## src/rtl/ham_15_11_enc_sched_if.sv

```systemverilog
// Bus bundle for the shared (15,11) Hamming encoder scheduler: requester
// side, encoder side and downstream codeword handshake.
interface ham_15_11_enc_sched_if #(
  parameter int NUM_REQ = 4,
  parameter int SRC_W   = 2
);

  // Requester side: one valid/ready pair and one 11-bit word per requester
  logic [NUM_REQ-1:0]    req_valid;
  logic [11*NUM_REQ-1:0] req_data;
  logic [NUM_REQ-1:0]    req_ready;

  // Shared combinational encoder: word out, codeword back
  logic [10:0]           enc_d;
  logic [14:0]           enc_c;

  // Downstream codeword handshake
  logic                  out_valid;
  logic [14:0]           out_code;
  logic [SRC_W-1:0]      out_src;
  logic                  out_ready;

  // Scheduler view
  modport master (
    input  req_valid,
    input  req_data,
    input  enc_c,
    input  out_ready,
    output req_ready,
    output enc_d,
    output out_valid,
    output out_code,
    output out_src
  );

  // Environment view (requesters, encoder and downstream sink together)
  modport slave (
    output req_valid,
    output req_data,
    output enc_c,
    output out_ready,
    input  req_ready,
    input  enc_d,
    input  out_valid,
    input  out_code,
    input  out_src
  );

endinterface

```

## src/rtl/ham_15_11_enc_sched.sv

```systemverilog
// Round-robin scheduler in front of a single shared (15,11) Hamming encoder.
// One word is in flight at a time: grant in IDLE, encode in ENC, then the
// registered codeword waits in HOLD until downstream accepts it.
module ham_15_11_enc_sched #(
  parameter int NUM_REQ = 4,
  parameter int SRC_W   = 2
) (
  input  logic                         clk,
  input  logic                         rst_n,
  ham_15_11_enc_sched_if.master        bus,
  output logic                         busy,
  output logic [15:0]                  word_cnt
);

  typedef enum logic [1:0] {
    IDLE = 2'd0,
    ENC  = 2'd1,
    HOLD = 2'd2
  } state_t;

  state_t             state;
  state_t             state_nxt;

  logic [SRC_W-1:0]   last_grant;
  logic [10:0]        data_reg;
  logic [SRC_W-1:0]   src_reg;
  logic [14:0]        out_code_reg;
  logic [SRC_W-1:0]   out_src_reg;
  logic               out_valid_reg;
  logic [15:0]        word_cnt_reg;

  logic               grant_any;
  logic [SRC_W-1:0]   grant_idx;
  logic [SRC_W-1:0]   cand;
  logic [NUM_REQ-1:0] req_ready_c;
  logic [10:0]        req_word [NUM_REQ];

  // Slice the flat request bus into one word per requester so the granted
  // word can be picked with a plain array index
  for (genvar g = 0; g < NUM_REQ; g++) begin : g_unpack
    assign req_word[g] = bus.req_data[11*g +: 11];
  end

  // Round-robin search starting just after the last grant; candidates are
  // scanned from lowest to highest priority so the highest one wins last
  always_comb begin
    grant_any = 1'b0;
    grant_idx = '0;
    cand      = '0;
    for (int k = NUM_REQ; k >= 1; k--) begin
      cand = SRC_W'((int'(last_grant) + k) % NUM_REQ);
      if (bus.req_valid[cand]) begin
        grant_any = 1'b1;
        grant_idx = cand;
      end
    end
  end

  // Grant is offered only while idle, and only to a requester that is asking
  always_comb begin
    req_ready_c = '0;
    if (state == IDLE && grant_any) begin
      req_ready_c = NUM_REQ'(1) << grant_idx;
    end
  end

  // Next-state logic: one word walks IDLE -> ENC -> HOLD -> IDLE
  always_comb begin
    state_nxt = state;
    case (state)
      IDLE: begin
        if (grant_any) begin
          state_nxt = ENC;
        end
      end
      ENC: begin
        state_nxt = HOLD;
      end
      HOLD: begin
        if (bus.out_ready) begin
          state_nxt = IDLE;
        end
      end
      default: begin
        state_nxt = IDLE;
      end
    endcase
  end

  // State register
  always_ff @(posedge clk or negedge rst_n) begin
    if (!rst_n) begin
      state <= IDLE;
    end else begin
      state <= state_nxt;
    end
  end

  // Capture the granted word and remember who won; last_grant starts at the
  // top index so requester 0 is favoured right after reset
  always_ff @(posedge clk or negedge rst_n) begin
    if (!rst_n) begin
      data_reg   <= '0;
      src_reg    <= '0;
      last_grant <= SRC_W'(NUM_REQ - 1);
    end else if (state == IDLE && grant_any) begin
      data_reg   <= req_word[grant_idx];
      src_reg    <= grant_idx;
      last_grant <= grant_idx;
    end
  end

  // Register the encoder result and present it until downstream takes it;
  // out_code/out_src are untouched while stalled in HOLD
  always_ff @(posedge clk or negedge rst_n) begin
    if (!rst_n) begin
      out_code_reg  <= '0;
      out_src_reg   <= '0;
      out_valid_reg <= 1'b0;
    end else if (state == ENC) begin
      out_code_reg  <= bus.enc_c;
      out_src_reg   <= src_reg;
      out_valid_reg <= 1'b1;
    end else if (state == HOLD && bus.out_ready) begin
      out_valid_reg <= 1'b0;
    end
  end

  // Count delivered codewords; wraps silently at 16 bits
  always_ff @(posedge clk or negedge rst_n) begin
    if (!rst_n) begin
      word_cnt_reg <= '0;
    end else if (state == HOLD && bus.out_ready) begin
      word_cnt_reg <= word_cnt_reg + 16'd1;
    end
  end

  // The encoder always sees the latched word, never the raw request bus,
  // so it does not toggle with unselected requesters
  assign bus.enc_d     = data_reg;
  assign bus.req_ready = req_ready_c;
  assign bus.out_valid = out_valid_reg;
  assign bus.out_code  = out_code_reg;
  assign bus.out_src   = out_src_reg;
  assign busy          = (state != IDLE);
  assign word_cnt      = word_cnt_reg;

endmodule

```

## src/flat_wrapper.sv

```systemverilog
// flat-port wrapper written by rule: the top's interface ports become plain ports
module ham_15_11_enc_sched_flat 
#(
  parameter int NUM_REQ = 4,
  parameter int SRC_W   = 2
)
  (clk, rst_n, busy, word_cnt, bus_req_valid, bus_req_data, bus_enc_c, bus_out_ready, bus_req_ready, bus_enc_d, bus_out_valid, bus_out_code, bus_out_src);
  ham_15_11_enc_sched_if #(.NUM_REQ(NUM_REQ), .SRC_W(SRC_W)) bus_i ();
  input  logic clk;
  input  logic rst_n;
  output logic busy;
  output logic [15:0] word_cnt;
  input wire logic [$bits(bus_i.req_valid)-1:0] bus_req_valid;
  input wire logic [$bits(bus_i.req_data)-1:0] bus_req_data;
  input wire logic [$bits(bus_i.enc_c)-1:0] bus_enc_c;
  input wire logic [$bits(bus_i.out_ready)-1:0] bus_out_ready;
  output wire logic [$bits(bus_i.req_ready)-1:0] bus_req_ready;
  output wire logic [$bits(bus_i.enc_d)-1:0] bus_enc_d;
  output wire logic [$bits(bus_i.out_valid)-1:0] bus_out_valid;
  output wire logic [$bits(bus_i.out_code)-1:0] bus_out_code;
  output wire logic [$bits(bus_i.out_src)-1:0] bus_out_src;
  assign bus_i.req_valid = bus_req_valid;
  assign bus_i.req_data = bus_req_data;
  assign bus_i.enc_c = bus_enc_c;
  assign bus_i.out_ready = bus_out_ready;
  assign bus_req_ready = bus_i.req_ready;
  assign bus_enc_d = bus_i.enc_d;
  assign bus_out_valid = bus_i.out_valid;
  assign bus_out_code = bus_i.out_code;
  assign bus_out_src = bus_i.out_src;
  ham_15_11_enc_sched #(.NUM_REQ(NUM_REQ), .SRC_W(SRC_W)) u_core (.clk(clk), .rst_n(rst_n), .bus(bus_i), .busy(busy), .word_cnt(word_cnt));
endmodule
```

## config.mk

```make
export PLATFORM = sky130hd
export DESIGN_NAME = ham_15_11_enc_sched_flat
export DESIGN_NICKNAME = d
export VERILOG_FILES = /design/src/rtl/ham_15_11_enc_sched_if.sv /design/src/rtl/ham_15_11_enc_sched.sv /design/src/flat_wrapper.sv
export SDC_FILE = /design/constraint.sdc
export NUM_CORES = 1
export LEC_CHECK = 0
export ABC_AREA = 1
export BUFFER_PORTS_ARGS = -buffer_cell sky130_fd_sc_hd__buf_4
export CELL_PAD_IN_SITES_DETAIL_PLACEMENT = 1
export CELL_PAD_IN_SITES_GLOBAL_PLACEMENT = 1
export CORE_MARGIN = 5
export CORE_UTILIZATION = 30
export CTS_CLUSTER_SIZE = 28
export DETAILED_ROUTE_END_ITERATION = 6
export GPL_TIMING_DRIVEN = 0
export PLACE_DENSITY_LB_ADDON = 0.3
export REMOVE_ABC_BUFFERS = 1
export SYNTH_ARGS = -nofsm -noshare
export SYNTH_HDL_FRONTEND = slang
export SYNTH_SLANG_ARGS = --single-unit
```

## constraint.sdc

```tcl
create_clock -name clk -period 1.6 [get_ports clk]
set_input_delay 0.08 -clock clk [delete_from_list [all_inputs] [get_ports clk]]
set_output_delay 0.08 -clock clk [all_outputs]
set_load 0.02 [all_outputs]
```

# Yosys cells after proc, flatten, opt, wreduce, memory -nomap -nowiden
# Cells that the tools add are included.
# totals
register_bits	51
in_bits	66
out_inout_bits	50
word_cells	55
# classes
bitwise	1
n_reduce_logical	6
mux	25
add_sub_neg	5
n_eq_ne	4
magnitude_cmp	5
shifts	1
# ops
operator	count
binary-select mux 11 bit (select 2 bit)	1
2-to-1 mux 11 bit	2
adder 16 x 1 -> 16 bit, second input constant	1
less-than comparator 2 x 3 -> 1 bit, second input constant	4
2-to-1 mux 2 bit	6
2-to-1 mux 1 bit	10
binary-select mux 1 bit (select 2 bit)	4
one-hot mux 2 bit (3 select lines)	1
adder 2 x 1 -> 2 bit, second input constant	2
adder 2 bit, second input constant	2
2-to-1 mux 4 bit	1
nonzero test 2 bit	2
<< shifter 1 x 2 -> 4 bit, first input constant	1
greater-or-equal comparator 3 bit, second input constant	1
inverter 2 -> 3 bit	1
== test 2 x 1 -> 1 bit, second input constant	1
== test 2 bit, second input constant	1
logical AND 1 bit	2
zero test 2 bit	1
inequality test 2 x 1 -> 1 bit, second input constant	1
inequality test 2 bit, second input constant	1
AND reduction 2 bit	1

# Longest topological paths before layout
# logic_depth
word_depth	11
mapped_depth	15
depth_no_buf	13

# Least setup slack after synthesis
# Ideal clock, no wire load.
# synth_timing
path_type	register -> output
from	register u_core.last_grant[0]
to	output bus_req_ready[0]
required_ns	1.520
arrival_ns	1.900
n_path_buf	2
setup_slack_ns	-0.380
stages_incl_launch_ff	13
path_cell_list	dfstp_2 -> buf_6 -> inv_4 -> nand2_1 -> nand2_1 -> nand2_1 -> nand2_1 -> inv_2 -> nand2_1 -> nand2_2 -> nand2_4 -> buf_6 -> nor3_1
# synth_between
elab_chain_len	9
elab_cells_between_ends	23
classes_between	4 x add/sub; 1 x shift; 17 x mux; 1 x reduce/logical
# synth_rtl
item	line	source
start: declaration	ham_15_11_enc_sched.sv:24	logic [SRC_W-1:0] last_grant;
start signal: assignment	ham_15_11_enc_sched.sv:105	last_grant <= SRC_W'(NUM_REQ - 1);
start signal: assignment	ham_15_11_enc_sched.sv:109	last_grant <= grant_idx;
adder 2 x 1 -> 2 bit	ham_15_11_enc_sched.sv:51	cand = SRC_W'((int'(last_grant) + k) % NUM_REQ);
binary-select mux 1 bit (select 2 bit)	ham_15_11_enc_sched.sv:52	if (bus.req_valid[cand]) begin
2-to-1 mux 1 bit (not written as such)	ham_15_11_enc_sched.sv:52	
2-to-1 mux 2 bit or 2-to-1 mux 1 bit (tied branches) (4 in series)	ham_15_11_enc_sched.sv:52	
<< shifter 1 x 2 -> 4 bit or logical AND 1 bit (tied branches)	ham_15_11_enc_sched.sv:63, ham_15_11_enc_sched.sv:62	
2-to-1 mux 4 bit *	ham_15_11_enc_sched.sv:62	if (state == IDLE && grant_any) begin
end: declaration	flat_wrapper.sv:17	output wire logic [$bits(bus_i.req_ready)-1:0] bus_req_ready;
# Every way passes the cells marked *; elsewhere a longest branch is shown, timed or not. The select of a mux whose other input is x is not followed.

# Worst setup path after layout
# Ends and elaborated chain as after synthesis.

==> parameters.txt <==
Parameter                              Value

Worst setup path
  Crit path DAT ... approximately 2100 ps
  CP top delay family ... simple AND/OR/NAND/NOR gates
  Standard cell with the maximum stage delay on the critical path ... dfstp_2
  Crit. path cell count ... 11
  Critical path endpoint category ... primary output
  Data required time of the critical path ... 1520 ps
  Cell chain of the critical path ... clkinv_4 -> nand2_2 -> nand3_2 -> nand2_1 -> inv_1 -> nand2_4 -> nand2_4 -> nand2_8 -> nand2_8 -> nor3_4 -> buf_6
  Crit path launch type ... flip-flop
  Worst path buffer plus inverter count ... 3
  Origin of the critical flop-to-flop path ... u_core.last_grant[0]$_DFFE_PN1P_
  Max FO, Critical Path ... 7
  Setup CP Type ... reg -> out
  Cell depth of the worst flop-to-flop path ... 14
  Worst setup path start ... u_core.last_grant[0]$_DFFE_PN1P_
  Slowest Stage Delay on Critical Path ... between 600 and 700 ps

Synthesis
  Synth area leader ... dfrtp_1
  Instance count of the mapped netlist ... approximately 340
  Share of the synthesized area in compound gates (AO/OA/AOI/OAI) ... under 10%
  Share of the yosys chip area belonging to registers ... 48.55%
  Share of synthesized cell area in full adder, half adder and majority cells ... 0.4751%
  Per-instance average area after synthesis ... ~7.9 sq um
  Total of flip-flops plus latches after synthesis ... between 50 and 60
  Simple logic cell fraction of the synthesized area ... 36.58%
  Number of synthesized flops with an enable pin ... 0
  YS warnings ... 0
  Mapped cell area ... 2634 sq um
  Post-synthesis xor/xnor area fraction ... 4.656%
  Cell types occupying the most area after synthesis ... dfrtp_1 47%, nand2_1 18%, nand3_1 12%
  Mux share of post-synthesis cell area ... less than 1%
  Area share of the largest cell type after synthesis ... roughly 47%
  Dominant combinational cell family by area after synthesis ... simple AND/OR/NAND/NOR gates
  Post-synthesis cell type count ... 28
  Prevailing post-synth register cell ... dfrtp_1
  Post-synthesis async set-or-reset flop share ... 100.0%

Clock tree
  Clock tree from TritonCTS ... done
  Sink Count ... 51
  Clock root cell ... clkbuf_8
  Count of H-tree levels built during CTS ... 2
  Total clock buffers created by CTS ... 5
  CTS max path bufs ... 2
  Post-CTS clock slew at the launch and capture registers of the worst setup and hold paths ... 100 ps
  Source-to-sink clock delay at the later pin of the worst-skew pair ... 300 ps

Pwr
  Int Pwr ... 5.055 mW
  Power dissipated by switching net loads ... between 4 and 5 mW
  Fraction of power consumed by the clock network ... about 8%
  Max VDD drop ... 0.8782 mV
  Power consumption ... between 10 and 15 mW
  Share of power burned in registers ... between 20% and 30%
  Net switching fraction of the power ... 49.52%
  LEAKAGE ... about 2.4 nW
  Comb pwr share ... 70.0%
  Ratio of total power to cell area ... between 2000 and 2500 nW/um^2

Timing
  Max Clock Skew ... between 7 and 8 ps
  Slew at the pin closest to its max-slew limit ... a little under 700 ps
  Setup_tns ... -7933 ps
  Number of endpoints with negative hold slack in the final report ... 0
  Min cycle time layout ... between 2000 and 2500 ps
  Final-report max-slew violation count ... 0
  Setup WS post-layout ... -590.6 ps
  Hold slack ... 101.9 ps
  Headroom to the max-slew limit ... between 50% and 60%
  Achievable frequency ... 456.5 MHz
  Part of the cycle the worst path needs ... 136.9%
  Setup repair after global routing missed its margin ... yes
  Count of final setup violators ... 20

Die
  Number of ports placed on the die boundary ... 116
  Horiz. Die Dim ... 103.7 um
  Initial core utilization ... between 30% and 40%
  Area of the die ... roughly 11000 sq um
  Chip height ... about 100 um
  Site row count ... 34
  Placeable core region ... around 8600 sq um

Finish
  Max reg flops ... 16
  Share of final-layout standard cells stronger than drive strength 1 ... between 40% and 50%
  Number of antenna cells inserted ... 0
  Post-route core utilization ... around 52%
  Area growth from synthesis to layout ... 71.07%
  Post-layout nets ... 574
  Number of filler instances in the final layout ... approximately 1100

Drt
  Average wire per standard cell ... 16.37 um
  Remaining antenna violation count ... 0
  Number of design-rule violations left by the first detailed-router iteration ... 60
  Post-route DRC ... 0
  Via count ... a little under 3000
  Drt first pass iters ... 4
  Detailed-route wire length ... 10080 um
  Via density ... approximately 4.7

GRT
  Initial antenna violation count ... 0
  Global-route wire length before repair ... 16340 um
  All-layer global routing usage ... roughly 18%
  Vias in the first global route ... approximately 3100
  Residual overflow from global routing ... 0
  Largest net degree at the start of global routing ... 52

Status
  Status ... finished, violations left
  Violations in the final reports ... setup timing

Worst hold path
  WHS Path Cells ... 5
  Hold Path Class ... in -> reg
  Min-delay src ... bus_req_data[20]

Place
  I/O Buffers ... 115
  Detailed placement HPWL ... around 6000 um
  Gpl congestion ... 0.8141
  Worst slack after detailed placement ... -946.2 ps

Job
  Maximum Capacitance Violations ... 0
## cells by family (layout without fill, tap and decap cells)
| group | after synthesis | after routing |
|---|---|---|
| DFF | 51 | 51 |
| buffers and inverters | 40 | 210 |
| muxes | 1 | 1 |
| AOI/OAI and AO/OA | 11 | 11 |
| xor gates and xnor gates | 14 | 14 |
| adders and majority gates | 1 | 1 |
| and+or+nand+nor | 217 | 220 |
## cells in the mapped netlist (all sizes together), types with 2 or more instances
library cell / n
nand2: 131
nand3: 67
dfrtp: 49
inv: 26
nor2: 12
buf: 11
xor2: 10
o21ai: 9
nor3: 5
xnor2: 4
clkbuf: 3
a21oi: 2
dfstp: 2
## layout make-up
cell class | count | area (sq um) | share of cell area, %
clock buffer | 6 | 82.58 | 1.833
clock inverter | 2 | 16.27 | 0.3610
inverter | 26 | 113.9 | 2.527
multi-input combinational | 247 | 1473 | 32.69
sequential | 51 | 1280 | 28.41
tap | 108 | 135.1 | 2.999
timing repair buffer | 175 | 1398 | 31.02
timing repair inverter | 1 | 7.507 | 0.1666
## worst reg2reg max path, delay by kind of cell, from the launching register on
family / cells / cell delay, ps
AND/OR/NAND/NOR: 11 / 950
flip-flops: 1 / 630
buffers and inverters: 3 / 360
## final timing paths
check                      slack [ps]                               end
min in group asynchronous         340    u_core.word_cnt[7]$_DFFE_PN0P_
min reg2reg                       480   u_core.word_cnt[15]$_DFFE_PN0P_
max reg2reg                      -450  u_core.bus.enc_d[10]$_DFFE_PN0P_
min                               100   u_core.bus.enc_d[9]$_DFFE_PN0P_
max                              -590                  bus_req_ready[0]
max in group asynchronous         760       u_core.state[1]$_DFFE_PN0P_
## power groups by stage
stage               combinational (mW)  clock (mW)  sequential, mW
floorplan                         2.49           0            2.65
global placement                  4.65           0            2.18
detailed placement                4.78           0            2.20
CTS                               6.54       0.843            2.19
global route                      7.64       0.910            2.27
finish                            7.01       0.803            2.20
## through the flow
step           instances  cell area, sq um
4_1_cts              605              4298
6_report             616              4506
3_3_place_gp         544              3542
5_1_grt              616              4506
3_5_place_dp         544              3542
2_1_floorplan        321              2544
## layer usage
layer | part of all wire [%] | GRT usage (%) | vias up
li1 | - | - | 1410
met5 | 0 | 0 | -
met2 | 53 | 32.24 | 71
met3 | 4.4 | 4.540 | 12
met4 | 1.9 | 4.903 | 0
met1 | 40 | 22.54 | 1420
## cell usage in the layout, fill, tap and decap left out, drive strengths merged, types with 6 or more instances in the layout
master | netlist | final
dlygate4sd3 | 0 | 17
nand3 | 67 | 68
inv | 26 | 24
xor2 | 10 | 10
buf | 11 | 158
dfrtp | 49 | 49
clkbuf | 3 | 6
o21ai | 9 | 9
nor2 | 12 | 12
nand2 | 131 | 133
## repair_timing
item,4_1_cts,5_1_grt
endpoints found under the hold margin,65,0
gates resized for setup,55,27
setup endpoints to repair,43,29
hold buffers,17,0
buffers inserted,32,11
gates cloned,4,0
pin swaps,25,21
Power figures use the tool's default switching activity.
